===== src/rtl/ontransit_rr_arb.sv =====
// ontransit_rr_arb: round-robin burst arbiter with on-transit registered outputs.
// Grants one requester for at most MAXBURST cycles, then takes a turnaround
// (LAST, IDLE) and restarts the rotating priority after the previous owner.
module ontransit_rr_arb #(
    parameter int NREQ     = 4,
    parameter int MAXBURST = 8,
    parameter int IDW      = $clog2(NREQ),
    parameter int CW       = $clog2(MAXBURST + 1)
) (
    input  logic            clk,
    input  logic            rst_n,
    input  logic [NREQ-1:0] req,
    output logic [NREQ-1:0] gnt,
    output logic [IDW-1:0]  gnt_id,
    output logic            last_beat,
    output logic            done,
    output logic            busy
);

    localparam logic [1:0] ST_IDLE = 2'd0;
    localparam logic [1:0] ST_RUN  = 2'd1;
    localparam logic [1:0] ST_LAST = 2'd2;

    localparam int unsigned     NREQ_U  = NREQ;
    localparam logic [IDW:0]    NREQ_W  = (IDW + 1)'(NREQ);
    localparam logic [CW-1:0]   MAXB_C  = CW'(MAXBURST);
    localparam logic [IDW-1:0]  LAST_ID = IDW'(NREQ - 1);
    localparam logic [NREQ-1:0] ONE_N   = {{(NREQ - 1){1'b0}}, 1'b1};

    logic [1:0]      r_state;
    logic [IDW-1:0]  r_owner;
    logic [IDW-1:0]  r_ptr;
    logic [CW-1:0]   r_cnt;
    logic [NREQ-1:0] r_gnt;
    logic [IDW-1:0]  r_gnt_id;
    logic            r_last_beat;
    logic            r_done;

    logic            w_found;
    logic [IDW-1:0]  w_winner;

    logic [1:0]      w_nxt_state;
    logic [IDW-1:0]  w_nxt_owner;
    logic [IDW-1:0]  w_nxt_ptr;
    logic [CW-1:0]   w_nxt_cnt;
    logic [NREQ-1:0] w_nxt_gnt;
    logic [IDW-1:0]  w_nxt_gnt_id;
    logic            w_nxt_last_beat;
    logic            w_nxt_done;

    // Winner search: first set request at or above r_ptr, wrapping modulo NREQ.
    always_comb begin
        logic [IDW:0] sum;
        w_found  = 1'b0;
        w_winner = '0;
        sum      = '0;
        for (int unsigned i = 0; i < NREQ_U; i++) begin
            sum = {1'b0, r_ptr} + (IDW + 1)'(i);
            if (sum >= NREQ_W) begin
                sum = sum - NREQ_W;
            end
            if (!w_found && req[sum[IDW-1:0]]) begin
                w_found  = 1'b1;
                w_winner = sum[IDW-1:0];
            end
        end
    end

    // Transition logic: every output value is decided by the transition taken.
    always_comb begin
        w_nxt_state     = r_state;
        w_nxt_owner     = r_owner;
        w_nxt_ptr       = r_ptr;
        w_nxt_cnt       = r_cnt;
        w_nxt_gnt       = r_gnt;
        w_nxt_gnt_id    = r_gnt_id;
        w_nxt_last_beat = 1'b0;
        w_nxt_done      = 1'b0;
        case (r_state)
            ST_IDLE: begin
                w_nxt_gnt    = '0;
                w_nxt_gnt_id = '0;
                w_nxt_cnt    = '0;
                if (w_found) begin
                    w_nxt_state     = ST_RUN;
                    w_nxt_owner     = w_winner;
                    w_nxt_gnt       = ONE_N << w_winner;
                    w_nxt_gnt_id    = w_winner;
                    w_nxt_cnt       = CW'(1);
                    w_nxt_last_beat = (MAXBURST == 1);
                end
            end
            ST_RUN: begin
                if (req[r_owner] && (r_cnt < MAXB_C)) begin
                    w_nxt_cnt       = r_cnt + CW'(1);
                    w_nxt_last_beat = ((r_cnt + CW'(1)) == MAXB_C);
                end else begin
                    w_nxt_state  = ST_LAST;
                    w_nxt_gnt    = '0;
                    w_nxt_gnt_id = '0;
                    w_nxt_cnt    = '0;
                    w_nxt_done   = 1'b1;
                    // Explicit wrap so non-power-of-two NREQ never leaves range.
                    w_nxt_ptr    = (r_owner == LAST_ID) ? '0 : r_owner + IDW'(1);
                end
            end
            ST_LAST: begin
                w_nxt_state  = ST_IDLE;
                w_nxt_gnt    = '0;
                w_nxt_gnt_id = '0;
                w_nxt_cnt    = '0;
            end
            default: begin
                w_nxt_state  = ST_IDLE;
                w_nxt_gnt    = '0;
                w_nxt_gnt_id = '0;
                w_nxt_cnt    = '0;
            end
        endcase
    end

    // State and output registers with synchronous active-low reset.
    always_ff @(posedge clk) begin
        if (!rst_n) begin
            r_state     <= ST_IDLE;
            r_owner     <= '0;
            r_ptr       <= '0;
            r_cnt       <= '0;
            r_gnt       <= '0;
            r_gnt_id    <= '0;
            r_last_beat <= 1'b0;
            r_done      <= 1'b0;
        end else begin
            r_state     <= w_nxt_state;
            r_owner     <= w_nxt_owner;
            r_ptr       <= w_nxt_ptr;
            r_cnt       <= w_nxt_cnt;
            r_gnt       <= w_nxt_gnt;
            r_gnt_id    <= w_nxt_gnt_id;
            r_last_beat <= w_nxt_last_beat;
            r_done      <= w_nxt_done;
        end
    end

    assign gnt       = r_gnt;
    assign gnt_id    = r_gnt_id;
    assign last_beat = r_last_beat;
    assign done      = r_done;
    assign busy      = (r_state != ST_IDLE);

endmodule


===== config.mk =====
export PLATFORM = sky130hd
export DESIGN_NAME = ontransit_rr_arb
export DESIGN_NICKNAME = d
export VERILOG_FILES = /design/src/rtl/ontransit_rr_arb.sv
export SDC_FILE = /design/constraint.sdc
export NUM_CORES = 1
export LEC_CHECK = 0
export CAP_MARGIN = 15
export CORE_ASPECT_RATIO = 1.25
export CORE_MARGIN = 5
export CORE_UTILIZATION = 50
export CTS_CLUSTER_DIAMETER = 40
export DETAILED_ROUTE_END_ITERATION = 12
export HOLD_SLACK_MARGIN = 0.05
export MAX_ROUTING_LAYER = met4
export PLACE_DENSITY = 0.82
export SYNTH_ARGS = -nofsm -noshare
export SYNTH_HDL_FRONTEND = slang
export SYNTH_SLANG_ARGS = --single-unit
export TNS_END_PERCENT = 5

===== constraint.sdc =====
create_clock -name clk -period 2.03 [get_ports clk]
set_input_delay 0.406 -clock clk [delete_from_list [all_inputs] [get_ports clk]]
set_output_delay 0.406 -clock clk [all_outputs]
set_load 0.005 [all_outputs]

# Yosys cells after proc, flatten, opt, wreduce, memory -nomap -nowiden

Cells that the tools add are included.

Memories: 0
Bits in latches: 0
Input bits: 6
Memory bits (read-only): 0
Memory bits (writable): 0
Word-level logic and storage cells: 84
Flip-flop bits (word level): 18
Output and inout port bits: 9

Order comparisons: 10
Eq/ne operators: 5
Mux-type cells: 36
Reductions and logical operators: 14
Multipliers: 0
Bitwise operators: 1
Divide/modulo/power cells: 0
Add/subtract/negate cells: 9
Shift operators: 1

Operator list:

| cell                | count |
|---|---|
| $mux 2              | 13 |
| $pmux 4 s2          | 2 |
| $lt 2x3->1 const B  | 5 |
| $mux 4              | 3 |
| $mux 1              | 11 |
| $bmux 1 s2          | 5 |
| $ge 3x3->1 const B  | 3 |
| $pmux 2 s2          | 2 |
| $reduce_and 2->1    | 4 |
| $sub 2x1->2 const B | 4 |
| $add 2x2->3 const B | 2 |
| $add 4x1->4 const B | 1 |
| $eq 4x4->1 const B  | 1 |
| $logic_and 1x1->1   | 4 |
| $lt 4x4->1 const B  | 1 |
| $ne 2x2->1 const B  | 2 |
| $shl 1x2->4 const A | 1 |
| $add 2x1->3 const B | 1 |
| $ge 2x3->1 const B  | 1 |
| $logic_not 1->1     | 3 |
| $reduce_and 3->1    | 1 |
| $add 2x1->2 const B | 1 |
| $eq 2x1->1 const B  | 1 |
| $eq 2x2->1 const B  | 1 |
| other kinds (3)     | 3 |

# Logic depth before layout (Yosys ltp)

Gate-level depths: netlist of the first run.

Depth in word-level cells: 17
Depth in mapped cells: 4
Depth with buffers taken out: 4

# Least setup slack after synthesis of the first run

Ideal clock, no wire load.

Path type: in2reg
Start point: input port req[1]
End point: register r_gnt[0] (netlist: gnt[0])
Path buffers: 0
Setup time: 0.117 ns
Required time: 1.913 ns
Slack: 0.525 ns
Stages: 3
Data arrival time: 1.388 ns
Cells stage by stage: or4_1 > and3_1 > a32o_1

Cells in the longest elaborated chain, start to end: 15
Elaborated cells on any way between the ends: 29
Those cells by class: eq/ne (1); shift (1); mux (20); reduce/logical (7)

RTL lines:

| item                         | RTL line | text |
|---|---|---|
| from (decl)                  | 12       | `input logic [NREQ-1:0] req,` |
| $bmux 1 s2                   | 62       | `if (!w_found && req[sum[IDW-1:0]]) begin` |
| $mux 1 (not written as such) | 62       |  |
| $mux 1                       | 62       |  |
| $logic_not 1->1              | 62       |  |
| $logic_and 1x1->1            | 62       |  |
| $mux 1                       | 62       |  |
| $logic_not 1->1              | 62       |  |
| $logic_and 1x1->1            | 62       |  |
| $mux 1                       | 62       |  |
| $logic_not 1->1              | 62       |  |
| $logic_and 1x1->1            | 62       |  |
| $mux 2                       | 62       |  |
| $shl 1x2->4                  | 87       | `w_nxt_gnt = ONE_N << w_winner;` |
| $mux 4                       | 84       | `if (w_found) begin` |
| $pmux 4 s2                   | 79       | `case (r_state)` |
| to (signal assigned)         | 138      | `r_gnt <= w_nxt_gnt;` |
| to (decl)                    | 34       | `logic [NREQ-1:0] r_gnt;` |

Several ways; a longest one is shown, not always the timed one. The select of a mux whose other input is x is not followed.
A chain may end at the register's enable or synchronous reset.

# Final worst setup path of the first run

Start point: register r_state[1]
End point: output port busy

Cells in the longest elaborated chain, start to end: 1

RTL lines:

| item                   | RTL line | text |
|---|---|---|
| from (decl)            | 30       | `logic [1:0] r_state;` |
| from (signal assigned) | 134      | `r_state <= w_nxt_state;` |
| $reduce_bool 2->1      | 149      | `assign busy = (r_state != ST_IDLE);` |
| to (decl)              | 17       | `output logic busy` |

No other way between the ends.

==> results of run 1 <==
-- worst max-delay path, cell delays in order, from the launching register on --
cell,delay [ns]
dfxtp_1,0.36
nor2_1,0.22
inv_1,0.07
clkdlybuf4s50_1,0.44
-- cells in the final DEF, fill, tap and decap left out, types with 2 or more instances in the layout --
master           instances
nand3_1                  5
o21a_1                   2
dfxtp_1                 18
buf_4                    8
clkbuf_4                 3
nor2b_1                  3
and2_1                   4
inv_1                    2
mux2i_1                  3
a32o_1                   2
ha_1                     2
nor3_1                   2
nand2b_1                 2
nand2_1                 11
nor2_1                   8
xnor2_1                  2
a21oi_1                  2
o31ai_1                  2
clkdlybuf4s50_1         14
-- metal layers --
| metal | vias up | routed length (um) | GRT usage [%] |
|---|---|---|---|
| li1 | 372 | - | - |
| met1 | 326 | 737 | 17.03 |
| met2 | 15 | 828 | 24.85 |
| met3 | 4 | 55 | 4.153 |
| met4 | 0 | 40 | 8.696 |
| met5 | - | 0 | - |
-- power by group through the flow --
| stage | logic (mW) | clock network, mW | registers [mW] |
|---|---|---|---|
| after floorplan | 0.114 | 0 | 0.412 |
| after global placement | 0.195 | 0 | 0.414 |
| after detailed placement | 0.199 | 0 | 0.416 |
| after CTS | 0.200 | 0.225 | 0.408 |
| after global routing | 0.222 | 0.247 | 0.412 |
| final | 0.198 | 0.216 | 0.408 |
-- final timing paths --
kind	from	endpoint	slack (ns)	depth (start not counted)
max reg2reg	r_owner[1]	gnt_id[1]	0.48	4
min reg2reg	gnt_id[0]	gnt_id[0]	0.48	1
min	gnt_id[0]	gnt_id[0]	0.48	1
max	r_state[1]	busy	0.24	3
-- Yosys cell counts --
cell type  number
nand2b_1        2
mux2i_2         1
nand3b_1        1
or2_2           1
o21ai_0         1
nor3b_2         1
nor2b_1         3
o31ai_1         2
mux2i_1         3
and3_2          1
ha_1            2
a311oi_1        1
and2_1          4
or4b_4          1
and3_1          1
o22ai_1         1
nand2_1        11
nor2_1          8
a22o_1          1
o21a_1          2
nand3_1         5
nor3_1          2
nand4bb_2       1
nor4b_2         1
clkbuf_1        1
xnor2_1         2
a21oi_1         2
inv_1           2
o2bb2ai_1       1
dfxtp_1        18
o22ai_4         1
a21o_1          1
and2_4          1
or4_1           1
a32o_1          2
xor2_1          1
-- flip-flops by register name, indices dropped and copies added (netlist names) --
signal     count
done           1
gnt            4
gnt_id         2
last_beat      1
r_cnt          4
r_owner        2
r_ptr          2
r_state        2
-- logic make-up after synthesis --
group,Yosys count
and+or+nand+nor,45
DFF,18
AOI/OAI and AO/OA,15
muxes,4
xor gates and xnor gates,3
buffers and inverters,3
adders and majority gates,2
-- cell type report --
| cell class | count | area (um^2) | area share [%] |
|---|---|---|---|
| Clock buffer | 4 | 36.28 | 3.266 |
| Inverter | 2 | 7.507 | 0.6757 |
| Multi-Input combinational cell | 69 | 484.2 | 43.58 |
| Sequential cell | 18 | 360.3 | 32.43 |
| Tap cell | 18 | 22.52 | 2.027 |
| Timing Repair Buffer | 22 | 200.2 | 18.02 |
-- per-stage QoR --
stage               instances  setup slack, ns  hold WS [ns]
CTS                       133           0.2280        0.4798
floorplan                  90           0.5248        0.4475
global route              133           0.1093        0.5188
finish                    133           0.2420        0.4794
global placement          129          0.07031        0.4539
detailed placement        129          0.03210        0.4554
==> flow_metrics.py, run 1 <==
metrics = {
    "run_status": {
        "status": "finished clean",
    },
    "clock_tree": {
        "post_cts_buffers": 0,
        "tritoncts_num_sinks": 18,
        "clk_pin_slew_worst_paths_ns": 0.10,
        "cts_made_buffers": 3,
        "cts-root-buf": "clkbuf_4",
        "ctsResizeCount": 0,
        "holdBufCountCts": 0,
        "clockBufferDepth": 2,
        "tritoncts": "built",
        "htreeDepth": 1,
        "insertion_delay_ns": 0.29,
    },
    "drt": {
        "drt_iter0_drc": 8,
        "drc": 0,
        "vias_per_cell": 5.391,
        "ant_nets": 0,
        "routedWlPerCell_um": 12.50,
        "drt_pass1_iterations": 4,
        "wirelength_um": 1662,
        "vias": 717,
    },
    "floorplan": {
        "boundaryPins": 15,
        "fp.dieW_um": 47.01,
        "start_util_pct": 53.44,
        "rows": 16,
        "die-area_um2": 2644,
        "fp.coreArea_um2": 1602,
        "die_y_um": 56.26,
    },
    "place": {
        "io_buffers": 14,
        "routabilityCongestion": 0.7478,
        "postPlaceCellArea_um2": 1075,
        "dp_hpwl_um": 1337,
    },
    "final_layout": {
        "fill_cells": 132,
        "fin_util_pct": 69.38,
        "design_area_um2": 1111,
        "drive_gt1_share_pct": 18.26,
        "syn2layout_area_growth_pct": 29.83,
        "fin_nets": 124,
        "diodes": 0,
    },
    "worst_hold_path": {
        "hp-class": "reg2reg",
    },
    "power": {
        "p_comb_share_pct": 24.1,
        "power-per-cell-area_nw_per_um2": 739.7,
        "vdd_drop_max_uv": 555.5,
        "pwr-share-clk_pct": 26.3,
        "switching_power_mw": 0.2194,
        "seq_power_share_pct": 49.6,
        "switching_share_pct": 26.70,
        "leakage_nw": 0.4339,
        "p_int_mw": 0.6024,
        "power_mw": 0.8219,
    },
    "yosys": {
        "synth_top_family_by_area": "simple AND/OR/NAND/NOR gates",
        "ys_seq_area_share_pct": 42.11,
        "synth-seq-cells": 18,
        "synth_xor_area_share_pct": 3.070,
        "synth_area_leaders": "dfxtp_1, nand2_1, mux2i_1, nor2_1, and2_1",
        "synth_top_area_share_pct": 42.11,
        "syn_avg_cell_area_um2": 9.509,
        "yosys.area_share.simple_pct": 30.85,
        "syn_inst": 90,
        "synthAdderAreaFrac_pct": 2.924,
        "synth_top_cell_by_area": "dfxtp_1",
        "synthMuxAreaShare_pct": 5.117,
        "yosys_warnings": 0,
        "ys_types": 36,
        "synthesis.area_um2": 855.8,
        "synth_compound_area_share_pct": 14.62,
        "syn_nets": 98,
    },
    "sta": {
        "min_period_ns": 1.788,
        "tns_ns": 0,
        "max_slew_margin_pct": 72.74,
        "fmax_ghz": 0.5593,
        "rsz0062_at_grt": "no",
        "final_hold_viol_count": 0,
        "post-route-period-util_pct": 88.08,
        "tightest_slew_ns": 0.4062,
        "setup_viol": 0,
        "fin_worst_skew_ns": 0.003026,
        "slew_viol_final": 0,
    },
    "global_routing": {
        "grt_usage_pct": 15.70,
        "grt_pass1_vias": 728,
        "globalRoute.totalOverflow": 0,
        "grt_first_pass_wirelength_um": 2953,
        "antenna_found_initial": 0,
        "grt_max_degree": 12,
    },
    "setup_path": {
        "crit_required_ns": 1.62,
        "critPathKind": "reg2out",
        "cp-start-kind": "register",
        "cp-end-kind": "primary output",
        "worstPathMaxFanout": 5,
        "arrival_ns": 1.38,
    },
    "flow_run": {
        "cap_violations": 0,
    },
}
Note: power is estimated with default switching activity, not from simulation.
==> inputs of run 2 (changes only) <==
Settings changed: GPL_ROUTABILITY_DRIVEN set to 1.
==> results of run 2 <==
Final layout, timing and power as in run 1 (identical DEF).
==> inputs of run 3 (changes only) <==
Settings changed: REMOVE_ABC_BUFFERS set to 1.
==> run 3 against run 2 <==
Compared with the run above:
- utilization did not move
- worst hold slack better by 0.0052 ns
- clock skew up 0.00059 ns
- critical path type unchanged
- critical endpoint unchanged
- global-route usage up 0.44 points
- clock power rose by 4%
- count of clock-buffer cells in the layout unchanged
- sequential power about the same
- worst setup slack got worse by 0.019 ns
==> flow_metrics.py, run 3 (synthesis gave the netlist of run 1 again) <==
metrics = {
    "final_layout": {
        "fill_cells": 136,
        "syn2layout_area_growth_pct": 29.83,
        "final_cells": 133,
        "drive_gt1_share_pct": 18.26,
        "layout_common_cells": "dfxtp_1, clkdlybuf4s50_1, nand2_1",
        "diodes": 0,
        "fin_nets": 124,
        "final_common_cell": "dfxtp_1",
    },
    "worst_hold_path": {
        "worst_hold_path.endpoint": "gnt[0]",
        "hp-class": "reg2reg",
        "min_path_cells": 1,
        "hold_path.startpoint": "gnt[0]",
    },
    "sta": {
        "setup_viol": 0,
        "min_period_ns": 1.807,
        "tightest_slew_ns": 0.4117,
        "post-route-period-util_pct": 89.00,
        "slew_viol_final": 0,
        "final_hold_viol_count": 0,
        "max_slew_margin_pct": 72.37,
        "fin_worst_skew_ns": 0.003614,
        "fmax_ghz": 0.5535,
        "whs_ns": 0.4846,
        "tns_ns": 0,
        "rsz0062_at_grt": "no",
    },
    "global_routing": {
        "antenna_found_initial": 0,
        "globalRoute.totalOverflow": 0,
        "grt_first_pass_wirelength_um": 3008,
        "grt_usage_pct": 16.14,
        "grt_max_degree": 13,
        "grt_pass1_vias": 725,
    },
    "drt": {
        "routedWlPerCell_um": 13.06,
        "wirelength_um": 1737,
        "vias": 746,
        "drt_pass1_iterations": 4,
        "drc": 0,
        "vias_per_cell": 5.609,
        "ant_nets": 0,
        "drt_iter0_drc": 11,
    },
    "setup_path": {
        "crit_required_ns": 1.62,
        "rr_worst_depth": 5,
        "timing.rr.start": "r_owner[0]",
        "rr_endpoint": "r_ptr[1]",
        "cp-start-kind": "register",
        "r2r_slack_ns": 0.49,
        "cp-end-kind": "primary output",
        "worstPathMaxFanout": 5,
        "arrival_ns": 1.40,
        "critPathKind": "reg2out",
    },
    "floorplan": {
        "fp.coreArea_um2": 1602,
        "fp.dieW_um": 47.01,
        "start_util_pct": 53.44,
        "boundaryPins": 15,
        "die_y_um": 56.26,
        "rows": 16,
        "die-area_um2": 2644,
    },
    "clock_tree": {
        "clockBufferDepth": 2,
        "cts_made_buffers": 3,
        "post_cts_buffers": 0,
        "cts-root-buf": "clkbuf_4",
        "holdBufCountCts": 0,
        "htreeDepth": 1,
        "tritoncts": "built",
        "clk_pin_slew_worst_paths_ns": 0.10,
        "ctsResizeCount": 0,
        "tritoncts_num_sinks": 18,
        "insertion_delay_ns": 0.30,
    },
    "place": {
        "dp.cells": 129,
        "dp_hpwl_um": 1379,
        "routabilityCongestion": 0.7925,
        "io_buffers": 14,
    },
    "power": {
        "leakage_nw": 0.4339,
        "power-per-cell-area_nw_per_um2": 750.5,
        "vdd_drop_max_uv": 497.4,
        "power_mw": 0.8339,
    },
    "run_status": {
        "status": "finished clean",
    },
    "flow_run": {
        "cap_violations": 0,
    },
}
## run 3: stage by stage
| step | util, % | worst slack, ns | area [um^2] |
|---|---|---|---|
| finish | 69.38 | 0.2232 | 1111 |
| global route | 69.38 | 0.1033 | 1111 |
| CTS | 69.38 | 0.2199 | 1111 |
| floorplan | - | 0.5248 | 852.1 |
| detailed placement | 67.11 | 0.05339 | 1075 |
| global placement | 67.11 | 0.07480 | 1075 |
## run 3: power by group
part           switching, mW  internal, mW  leakage, nW  total [mW]
combinational         0.0907         0.112        0.266       0.203
sequential            0.0262         0.382        0.147       0.408
clock                  0.114         0.110       0.0210       0.224
## run 3: worst max path at each step
stage	depth (start not counted)	startpoint	slack [ns]	to
final	3	r_state[1]	0.22	busy
after global routing	3	r_state[1]	0.10	busy
after CTS	3	r_state[1]	0.22	busy
after detailed placement	4	req[0]	0.05	gnt[2]
after global placement	4	req[0]	0.07	gnt[0]
after floorplan	3	req[1]	0.52	gnt[0]
## run 3: area by class of cell
class	count	area [um^2]	share of cell area, %
Clock buffer	4	36.28	3.266
Inverter	2	7.507	0.6757
Multi-Input combinational cell	69	484.2	43.58
Sequential cell	18	360.3	32.43
Tap cell	18	22.52	2.027
Timing Repair Buffer	22	200.2	18.02
## run 3: critical path, stage by stage (launching register included)
cell             delay [ns]
dfxtp_1                0.37
nor2_1                 0.23
inv_1                  0.06
clkdlybuf4s50_1        0.45
## run 3: routing by layer
layer | up-vias | routed length [um] | track usage [%]
met5 | - | 0 | -
met4 | 0 | 43 | 9.486
met3 | 5 | 83 | 2.875
met2 | 23 | 897 | 25.83
met1 | 345 | 713 | 17.81
li1 | 373 | - | -
==> patch, RTL diff (flow settings as in run 2) <==
Change the parameter `NREQ` from 4 to 8.
--- a/src/rtl/ontransit_rr_arb.sv
+++ b/src/rtl/ontransit_rr_arb.sv
@@ -2,7 +2,7 @@
 // Grants one requester for at most MAXBURST cycles, then takes a turnaround
 // (LAST, IDLE) and restarts the rotating priority after the previous owner.
 module ontransit_rr_arb #(
-    parameter int NREQ     = 4,
+    parameter int NREQ     = 8,
     parameter int MAXBURST = 8,
     parameter int IDW      = $clog2(NREQ),
     parameter int CW       = $clog2(MAXBURST + 1)
Interface: changed (resized gnt, gnt_id and req); port bits go from 15 to 24. No check against the original RTL was run, so the function may have changed too.
==> patch against run 2 <==
The run now ends with negative setup slack left. Utilization grew 5.5 points. Setup slack lost 1200 ps. Synthesized area rose to 2.5 times the old value. Sequential cell count grew 7. Final area grew to 2.8 times the old value. Wire length rose to 4.6 times the old value. Power grew to 3.5 times the old value. Clock power up 39%. Largest power group is now combinational cells. Highest routed layer unchanged.
==> patch: results <==
{
  "cpPeakStageDelay_ps": 530,
  "cts_root_buf": "clkbuf_8",
  "p_leak_nw": 1.24,
  "async_flop_share_pct": 0,
  "reg2reg_depth": 12,
  "crit_slowest_cell": "mux4_2",
  "synth.distinct_cells": 64,
  "layout_setup_ws_ps": -999,
  "yosys-top-cells-area": "dfxtp_1 23%, mux4_2 12%, mux2i_1 7.4%",
  "pwr-share-seq_pct": 22.3,
  "synth_mux_area_share_pct": 27.2,
  "clk_latency_ps": 270,
  "largest_register_ffs": 8,
  "dr.pass1.iters": 5,
  "ant_nets": 0,
  "h-tree-depth": 1,
  "whs_ps": 464,
  "combinationalPower_mw": 1.93,
  "synthXorXnorAreaFrac_pct": 2.35,
  "synthAdderAreaFrac_pct": 2.87,
  "grt_pass1_wl_mm": 11.9,
  "vias": 2405,
  "max_slew.worst_pin.slew_ps": 604,
  "syn_nets": 242,
  "crit_arrival_ps": 3220,
  "synth_compound_gate_area_share_pct": 21.0,
  "synth-main-ff-cell": "dfxtp_1",
  "synth_common_cells": "25 x dfxtp_1, 23 x nand2_1, 16 x mux2i_1",
  "grt_pass1_vias": 2458,
  "cts_buffer_depth": 2,
  "place_congestion": 0.913,
  "yosysSeqAreaShare_pct": 23.0,
  "failed_checks": "negative setup slack",
  "worst-path-max-fanout": 6,
  "finalNetCount": 317,
  "grt_max_degree": 23,
  "dp_hpwl_mm": 5.02,
  "reg2reg_to": "gnt[5]",
  "cp_top_family": "multiplexers",
  "preCtsSetupSlack_ps": -1270,
  "p_switching_mw": 1.19,
  "irDropWorstVdd_mv": 0.642,
  "hold_start": "gnt[7]",
  "postPlaceCellArea_um2": 2900,
  "fin_skew_ps": 8.49,
  "finalSetupViolations": 25,
  "grt_usage_pct": 25.5,
  "worstHoldEndpoint": "gnt[7]",
  "drive_gt1_share_pct": 40.9,
  "drt_iter0_drc": 217,
  "whs_path_depth": 2,
  "pg_seq_uw": 641,
  "n_antenna_cell": 0,
  "status": "finished, violations left",
  "port_buffers": 23,
  "wl_per_cell_um": 21.3,
  "antenna_found_initial": 0,
  "reg2reg_from": "r_ptr[1]"
}
-- patch: timing repair --
item / 4_1_cts / 5_1_grt
setup endpoints to repair: 23 / 25
setup buffers: 6 / 0
pin swaps: 13 / 3
gates resized for setup: 23 / 15
-- patch: worst reg2reg max path, delay by kind of cell (launching register included) --
family	cells	cell delay, ps
AND/OR/NAND/NOR	1	140
AO/OA/AOI/OAI	4	800
adder cells (fa/ha/maj)	1	330
multiplexers	2	830
flip-flops	1	380
buffers and inverters	4	470
-- patch: cell type report --
| type | count | area (um^2) |
|---|---|---|
| Tap cell | 56 | 70.1 |
| Clock buffer | 3 | 41.3 |
| Multi-Input combinational cell | 181 | 1750 |
| Clock inverter | 1 | 7.51 |
| Timing Repair Buffer | 84 | 709 |
| Sequential cell | 25 | 505 |
| Inverter | 7 | 31.3 |
| Fill cell | 287 | 1050 |
-- patch: worst max-delay path by stage --
| stage | start | to | slack, ps |
|---|---|---|---|
| after floorplan | r_ptr[1] | gnt[0] | -1050 |
| after global placement | req[7] | gnt[5] | -1130 |
| after detailed placement | req[7] | gnt[5] | -1270 |
| after CTS | r_ptr[1] | gnt[1] | -890 |
| after global routing | r_ptr[0] | gnt[0] | -1110 |
| final | r_ptr[1] | gnt[5] | -1000 |
-- patch: metrics by stage --
step                TNS [ps]  utilization [%]  std cells
floorplan             -15760                -        227
finish                -17890             74.8        357
detailed placement    -24270             69.6        347
global placement      -21600             69.6        347
global route          -20030             74.8        357
CTS                   -15930             73.4        357
-- patch: per-layer routing --
metal | wire (um) | GRT usage, % | vias up | share of wire (%)
li1 | - | - | 1037 | -
met1 | 2780 | 27.5 | 1162 | 36
met2 | 3810 | 44.8 | 158 | 50
met3 | 513 | 4.82 | 48 | 6.7
met4 | 505 | 11.7 | 0 | 6.6
met5 | 0 | - | - | 0
